## src/rtl/io_char_sched.sv

```systemverilog
// Character-transfer sequencer: grants one input peripheral at a time and drives its
// 5-bit code onto that device's lines for a slot-aligned hold window, then an all-zero gap.
module io_char_sched #(
  parameter int HOLD_CYCLES = 4,
  parameter int GAP_CYCLES  = 2,
  parameter int TIMEOUT     = 1024
) (
  input  logic        CLOCK,
  input  logic        rst,
  input  logic        IN,
  input  logic        READY,
  input  logic        SLOT,
  input  logic [2:0]  sel_dev,
  input  logic [4:0]  dev_req,
  input  logic [24:0] dev_code,
  output logic [4:0]  dev_ack,
  output logic [4:0]  PUNCHED_TAPE,
  output logic [4:0]  PL6_PHOTO,
  output logic [4:0]  TYPE,
  output logic [4:0]  MAG_IN,
  output logic [4:0]  CARD_INPUT,
  output logic        busy,
  output logic        timeout_err,
  output logic [2:0]  state_dbg,
  output logic [2:0]  rr_ptr_dbg
);

  localparam int MAX_HG = (HOLD_CYCLES > GAP_CYCLES) ? HOLD_CYCLES : GAP_CYCLES;
  localparam int MAX_C  = (MAX_HG > TIMEOUT) ? MAX_HG : TIMEOUT;
  localparam int CW     = $clog2(MAX_C) + 1;

  localparam logic [CW-1:0] HOLD_LAST = CW'(HOLD_CYCLES - 1);
  localparam logic [CW-1:0] GAP_LAST  = CW'(GAP_CYCLES - 1);
  localparam logic [CW-1:0] TO_LAST   = CW'(TIMEOUT - 1);

  typedef enum logic [2:0] {
    IDLE      = 3'd0,
    WAIT_REQ  = 3'd1,
    WAIT_SLOT = 3'd2,
    DRIVE     = 3'd3,
    GAP       = 3'd4
  } state_t;

  state_t          state, state_nxt;
  logic [2:0]      mode_q;
  logic [2:0]      grant_q;
  logic [2:0]      rr_ptr_q;
  logic [4:0]      code_q;
  logic [CW-1:0]   cnt_q;
  logic            timeout_err_q;

  logic            abort;
  logic            sel_ok;
  logic            req_hit;
  logic [2:0]      grant_nxt;
  logic [3:0]      idx;
  logic [4:0]      grant_code;
  logic            hold_last;
  logic            gap_last;
  logic            timer_done;
  logic            ack_fire;

  assign abort      = !IN || READY;
  assign sel_ok     = (sel_dev != 3'd0) && (sel_dev != 3'd6);
  assign hold_last  = (cnt_q == HOLD_LAST);
  assign gap_last   = (cnt_q == GAP_LAST);
  assign timer_done = (cnt_q == TO_LAST);
  // An aborted final DRIVE clock neither acks nor advances the round-robin pointer.
  assign ack_fire   = (state == DRIVE) && !abort && hold_last;

  // Arbitration: fixed device, or first requester at/after rr_ptr wrapping mod 5.
  always_comb begin
    req_hit   = 1'b0;
    grant_nxt = 3'd0;
    idx       = 4'd0;
    if (mode_q == 3'd7) begin
      for (int i = 0; i < 5; i++) begin
        idx = {1'b0, rr_ptr_q} + 4'(i);
        if (idx >= 4'd5) idx = idx - 4'd5;
        if (!req_hit && dev_req[idx[2:0]]) begin
          req_hit   = 1'b1;
          grant_nxt = idx[2:0];
        end
      end
    end else if (mode_q >= 3'd1 && mode_q <= 3'd5) begin
      grant_nxt = mode_q - 3'd1;
      req_hit   = dev_req[mode_q - 3'd1];
    end
  end

  always_comb begin
    case (grant_q)
      3'd0:    grant_code = dev_code[4:0];
      3'd1:    grant_code = dev_code[9:5];
      3'd2:    grant_code = dev_code[14:10];
      3'd3:    grant_code = dev_code[19:15];
      3'd4:    grant_code = dev_code[24:20];
      default: grant_code = 5'd0;
    endcase
  end

  always_ff @(posedge CLOCK or negedge rst) begin
    if (!rst) state <= IDLE;
    else      state <= state_nxt;
  end

  // Abort outranks every other exit from a non-IDLE state.
  always_comb begin
    state_nxt = state;
    case (state)
      IDLE:      if (IN && !READY && sel_ok) state_nxt = WAIT_REQ;
      WAIT_REQ: begin
        if (abort)           state_nxt = IDLE;
        else if (req_hit)    state_nxt = WAIT_SLOT;
        else if (timer_done) state_nxt = IDLE;
      end
      WAIT_SLOT: begin
        if (abort)     state_nxt = IDLE;
        else if (SLOT) state_nxt = DRIVE;
      end
      DRIVE: begin
        if (abort)          state_nxt = IDLE;
        else if (hold_last) state_nxt = GAP;
      end
      GAP: begin
        if (abort)         state_nxt = IDLE;
        else if (gap_last) state_nxt = WAIT_REQ;
      end
      default: state_nxt = IDLE;
    endcase
  end

  always_ff @(posedge CLOCK or negedge rst) begin
    if (!rst) begin
      mode_q        <= 3'd0;
      grant_q       <= 3'd0;
      rr_ptr_q      <= 3'd0;
      code_q        <= 5'd0;
      cnt_q         <= '0;
      timeout_err_q <= 1'b0;
    end else begin
      if (state != state_nxt)
        cnt_q <= '0;
      else if (state == WAIT_REQ || state == DRIVE || state == GAP)
        cnt_q <= cnt_q + CW'(1);

      if (state == IDLE && state_nxt == WAIT_REQ) begin
        mode_q        <= sel_dev;
        timeout_err_q <= 1'b0;
      end
      if (state == WAIT_REQ && !abort && !req_hit && timer_done)
        timeout_err_q <= 1'b1;
      if (state == WAIT_REQ && state_nxt == WAIT_SLOT)
        grant_q <= grant_nxt;
      if (state == WAIT_SLOT && state_nxt == DRIVE)
        code_q <= grant_code;
      if (ack_fire && mode_q == 3'd7)
        rr_ptr_q <= (grant_q == 3'd4) ? 3'd0 : grant_q + 3'd1;
    end
  end

  always_comb begin
    PUNCHED_TAPE = 5'd0;
    PL6_PHOTO    = 5'd0;
    TYPE         = 5'd0;
    MAG_IN       = 5'd0;
    CARD_INPUT   = 5'd0;
    dev_ack      = 5'd0;
    busy         = (state != IDLE);
    if (state == DRIVE) begin
      case (grant_q)
        3'd0:    PUNCHED_TAPE = code_q;
        3'd1:    PL6_PHOTO    = code_q;
        3'd2:    TYPE         = code_q;
        3'd3:    MAG_IN       = code_q;
        3'd4:    CARD_INPUT   = code_q;
        default: ;
      endcase
    end
    if (ack_fire) dev_ack = 5'b00001 << grant_q;
  end

  assign timeout_err = timeout_err_q;
  assign state_dbg   = state;
  assign rr_ptr_dbg  = rr_ptr_q;

endmodule
```

## config.mk

```make
export PLATFORM = sky130hd
export DESIGN_NAME = io_char_sched
export DESIGN_NICKNAME = d
export VERILOG_FILES = /design/src/rtl/io_char_sched.sv
export SDC_FILE = /design/constraint.sdc
export NUM_CORES = 1
export LEC_CHECK = 0
export CAP_MARGIN = 20
export CORE_ASPECT_RATIO = 0.5
export CORE_UTILIZATION = 34
export DETAILED_ROUTE_END_ITERATION = 12
export GPL_ROUTABILITY_DRIVEN = 0
export PLACE_DENSITY_LB_ADDON = 0.08
export SLEW_MARGIN = 20
export SYNTH_ARGS = -nofsm -noshare
export SYNTH_HDL_FRONTEND = slang
export SYNTH_SLANG_ARGS = --single-unit
```

## constraint.sdc

```tcl
create_clock -name CLOCK -period 6.7 [get_ports CLOCK]
set_input_delay 0.67 -clock CLOCK [delete_from_list [all_inputs] [get_ports CLOCK]]
set_output_delay 0.67 -clock CLOCK [all_outputs]
set_load 0.005 [all_outputs]
```

* After elaboration in Yosys (flattened, before gate mapping)
Cells that the tools add are included.
Operators by class: add/sub/neg operators 12, order comparisons 13, equality and inequality tests 17, shift operators 1, muxes and demuxes 68, reductions and logical operators 34
Operators by type and width (number):
- $mux W3 | 28
- $mux W5 | 11
- $pmux W5 S5 | 1
- $lt A3 B4 Y1 const B | 6
- $mux W11 | 2
- $mux W1 | 19
- $bmux W1 S3 | 6
- $eq A3 B2 Y1 const B | 6
- $logic_and A1 B1 Y1 | 17
- $ge A4 B3 Y1 const B | 4
- $pmux W3 S5 | 1
- $sub A3 B3 Y3 const B | 5
- $add A11 B1 Y11 const B | 1
- $eq A11 B1 Y1 const B | 1
- $eq A11 B10 Y1 const B | 1
- $eq A11 B2 Y1 const B | 1
- $eq A3 B1 Y1 const B | 3
- $eq A3 B3 Y1 const B | 3
- $add A3 B2 Y4 const B | 2
- $logic_not A1 Y1 | 8
- $logic_not A3 Y1 | 2
- $reduce_bool A3 Y1 | 2
- $shl A1 B3 Y5 const A | 1
- $add A3 B1 Y4 const B | 1
- 10 further kinds | 13
Storage, ports and cells: flip-flop bits (word level) 29, input port bits 38, output and inout port bits 38, logic and storage cells 152

* Longest topological paths before layout
depth after elaboration 30, gate-level depth with buffers 13, gate-level depth less buffers 12

* Worst setup path after synthesis
Ideal clock, no wire load.
path kind reg-to-reg, from reg rr_ptr_q[1], in the netlist rr_ptr_dbg[1], to reg grant_q[2], setup time 0.120 ns, arrival 2.938 ns, data required time 6.580 ns, path slack 3.643 ns, stages on the path, launching flop included 13, buffers on the path 3, period minus slack after synthesis 3.057 ns, cell sequence dfrtp_1 > clkbuf_1 > inv_1 > ha_1 > clkbuf_8 > a311o_1 > a2111o_1 > a31oi_4 > o21ba_2 > buf_6 > a31oi_4 > mux2i_1 > a31o_1
On the way: longest elaborated chain between the ends 28, elaborated cells on any way between the ends 63, those cells by class 9 x add/sub; 5 x order compare; 1 x eq/ne; 39 x mux; 9 x reduce/logical
RTL lines:
- from (decl) | line 47 | logic [2:0] rr_ptr_q;
- from (signal assigned) | line 158 | rr_ptr_q <= (grant_q == 3'd4) ? 3'd0 : grant_q + 3'd1;
- parallel branches: the longest is 28 deep, another holds $add A3 B1 Y4
- to (signal assigned) | line 154 | grant_q <= grant_nxt;
- to (decl) | line 46 | logic [2:0] grant_q;
Several ways; the timed one is not identified. The select of a mux whose other input is x is not followed. A chain may end at the register's enable or synchronous reset.

* Worst setup path after layout
from reg rr_ptr_q[0], in the netlist rr_ptr_dbg[0], to reg cnt_q[9]
On the way: longest elaborated chain between the ends 28, elaborated cells on any way between the ends 58, those cells by class 9 x add/sub; 5 x order compare; 1 x eq/ne; 34 x mux; 9 x reduce/logical
RTL lines:
- parallel branches: the longest is 21 deep, another holds $add A3 B1 Y4
- $mux W1 * | line 80 | if (!req_hit && dev_req[idx[2:0]]) begin
- $mux W1 * | line 76 | if (mode_q == 3'd7) begin
- $mux W3 * | line 114 | else if (req_hit) state_nxt = WAIT_SLOT;
- $mux W3 * | line 113 | if (abort) state_nxt = IDLE;
- $pmux W3 S5 * | line 110 | case (state)
- $ne A3 B3 Y1 * | line 142 | if (state != state_nxt)
- $mux W11 or $reduce_bool A2 Y1 (tied branches)
- to (signal assigned) | line 145 | cnt_q <= cnt_q + CW'(1);
- to (decl) | line 49 | logic [CW-1:0] cnt_q;
Every way passes the cells marked *. The select of a mux whose other input is x is not followed.

==> run summary <==
total wire length: 9384 µm
# port buffers: 75
Reg2Reg Setup Slack: 2.51 ns
Post-synth top cells: nor2_1, dfrtp_1, nand2_1
drt drc: 0
Seq/Total Area, Yosys: 23.27%
final setup fails: 0
worst hold-check path type: reg2reg
post-synth top area cell: dfrtp_1
CTS clk-pin slew, worst paths: 0.05 ns
core area: 8798 µm²
final hold viol count: 0
ys async rst share: 100.0%
Total GRT Usage: 19.83%
CP Data Arrival Time: 4.31 ns
total number of clock tree sinks: 29
CTS Root Cell: clkbuf_16
area overhead of the layout relative to synthesis: 30.78%
Hold Slack: 0.5067 ns
post-route ant nets: 0
DR vias: 3068
Pwr Total: 765.5 µW
initial antenna violation count: 0
Hold Path End: code_q[4]$_DFFE_PN0P_
Multi-input gate area: 2215 µm²
Initial Util: 35.44%
WP data required: 6.82 ns
wire per inst: 16.88 µm
layout cells sized above 1: 11.62%
syn avg cell area: 8.404 µm²
fin crit share: 62.53%
row count: 24
Synth top area share: 23.27%
Final Slew Violations: 0
cell family with most CP delay: compound AO/OA/AOI/OAI gates
Worst slew margin: 39.99%
first-pass GRT wire length: 15120 µm
CTS resizes: 0
Layout Skew: 0.007824 ns
WHS Path Cells: 1
FMAX: 238.7 MHz
number of synthesized flops with an enable pin: 0
register area: 725.7 µm²
Worst Path Max Fanout: 28
H-tree depth: 2
Final Cell Area: 4078 µm²
Synth Cell Area: 3118 µm²
GR Util met2: 30.82%
met3 Use GR: 3.509%
most common cell in the netlist: nor2_1
hold_buf cts: 0
critical path class: reg2reg
1st-pass router iterations: 5
Clock Path Buffers: 2
largest net degree at the start of global routing: 30
Leak: 0.001560 µW
Final Critical Period: 4.190 ns
ANT cells: 0
run status: finished, final reports clean
Die Width: 137.4 µm
worst-margin pin slew: 0.9002 ns
syn_nets: 428
fillers: 845
met1 Use GR: 28.80%
1st-iter DRT viols: 271
CTS tree: done
Cells after Synth: 371
Reg2Reg Capture Point: cnt_q[9]$_DFFE_PN0P_
power per standard cell area: 187.7 nW/µm²
slowest stage delay, CP: 0.93 ns
drt via density: 5.518
Hold Startpoint: code_q[4]$_DFFE_PN0P_
setup TNS: 0 ns
startpoint types: register
HPWL after DPL: 7211 µm
Final nets: 495
Crit-path slowest cell: dfrtp_1
critical path capture point type: register
die area: 9581 µm²
cts bufs inserted: 5
number of global-route vias before repair: 2973
critical path buffer and inverter count: 1
Worst-Skew Late Latency: 0.27 ns
Die Y: 69.72 µm
worst reg2reg path startpoint: rr_ptr_dbg[0]$_DFFE_PN0P_
Worst VDD drop: 0.1047 mV
Seq cells post-synth: 29
Synth cell types: 82
crit-path cells: inv_2 > ha_1 > and2b_2 > a41oi_1 > a2111o_1 > a31oi_4 > o21bai_1 > o21ai_1 > a21oi_1 > nor2_1
# IOs: 76
busiest metal layer after global routing: met2
Main synth FF type: dfrtp_1
total gr overflow: 0
Placed Area: 3901 µm²
Max Cap Viol: 0
YS warnings: 0
R2R depth: 10
unrepaired setup endpoints after global routing: false
post-CTS setup buffers: 0
Area contributors post-synth: dfrtp_1, nor2_1, ha_1, mux2_2, nand2_1
## layer usage
layer,wire [µm],share of wire (%)
met1,4621,49
met3,452,4.8
met2,4242,45
met4,68,0.72
met5,0,0
## cells in the final DEF (no fill, tap or decap), types with 5 or more instances in the layout
master            n
a21oi_1          15
xor2_1            5
a222oi_1          5
clkbuf_16         5
nor2_1           67
a22oi_1           5
clkdlybuf4s50_1  75
nand4_1           8
dfrtp_1          29
ha_1             18
nor3_1            6
o21ai_0          13
nand3_1          11
mux2_2           10
xnor2_1           9
mux2i_1           6
inv_1            14
nand2_1          28
nor2b_1           7
## logic make-up (layout without fill, tap and decap cells)
group | Yosys count | count (layout) | synth area share (%)
simple gates | 166 | 166 | 27.21
flops | 29 | 29 | 23.27
fa+ha+maj | 19 | 19 | 7.865
compound gates | 92 | 92 | 23.60
mux | 20 | 20 | 8.427
buf+inv | 31 | 99 | 5.698
xor+xnor | 14 | 14 | 3.933
## where the power goes
| group | switching (µW) | internal (µW) | total (µW) |
|---|---|---|---|
| logic | 160 | 115 | 275 |
| clock network | 76.3 | 185 | 261 |
| registers | 32.2 | 197 | 230 |
## worst max path at each step
| stage | slack, ns | endpoint | from | cells after the start |
|---|---|---|---|---|
| final | 2.51 | cnt_q[9]$_DFFE_PN0P_ | rr_ptr_dbg[0]$_DFFE_PN0P_ | 10 |
| after floorplan | 3.64 | grant_q[2]$_DFFE_PN0P_ | rr_ptr_dbg[1]$_DFFE_PN0P_ | 12 |
| after CTS | 2.58 | cnt_q[0]$_DFFE_PN0P_ | rr_ptr_dbg[0]$_DFFE_PN0P_ | 10 |
| after detailed placement | 2.58 | cnt_q[0]$_DFFE_PN0P_ | rr_ptr_dbg[0]$_DFFE_PN0P_ | 10 |
| after global routing | 2.21 | cnt_q[4]$_DFFE_PN0P_ | rr_ptr_dbg[0]$_DFFE_PN0P_ | 10 |
| after global placement | 2.72 | cnt_q[7]$_DFFE_PN0P_ | rr_ptr_dbg[0]$_DFFE_PN0P_ | 10 |
## cell type report
class | instances | share of cell area, %
clock buffer | 6 | 3.406
clock inverter | 2 | 0.9205
inverter | 15 | 1.381
multi-input combinational | 311 | 54.31
sequential | 29 | 17.80
tap | 117 | 3.590
timing repair buffer | 76 | 18.59
## through the flow
stage | setup slack [ns] | cells | util [%]
after detailed placement | 2.584 | 548 | 44.34
after global routing | 2.211 | 556 | 46.35
after floorplan | 3.643 | 371 | -
final | 2.510 | 556 | 46.35
after CTS | 2.579 | 556 | 46.35
after global placement | 2.723 | 548 | 44.34
## sequential cells by signal (all words and copies together) (netlist names)
register and flops:
rr_ptr_dbg 3, grant_q 3, code_q 5, cnt_q 11, state_dbg 3, timeout_err 1, mode_q 3
## worst reg2reg max path, stage by stage (launching register included)
cell,delay [ns]
dfrtp_1,0.93
inv_2,0.24
ha_1,0.61
and2b_2,0.31
a41oi_1,0.30
a2111o_1,0.26
a31oi_4,0.12
o21bai_1,0.30
o21ai_1,0.16
a21oi_1,0.68
nor2_1,0.12
No activity file was read; power rests on OpenSTA's default activity.
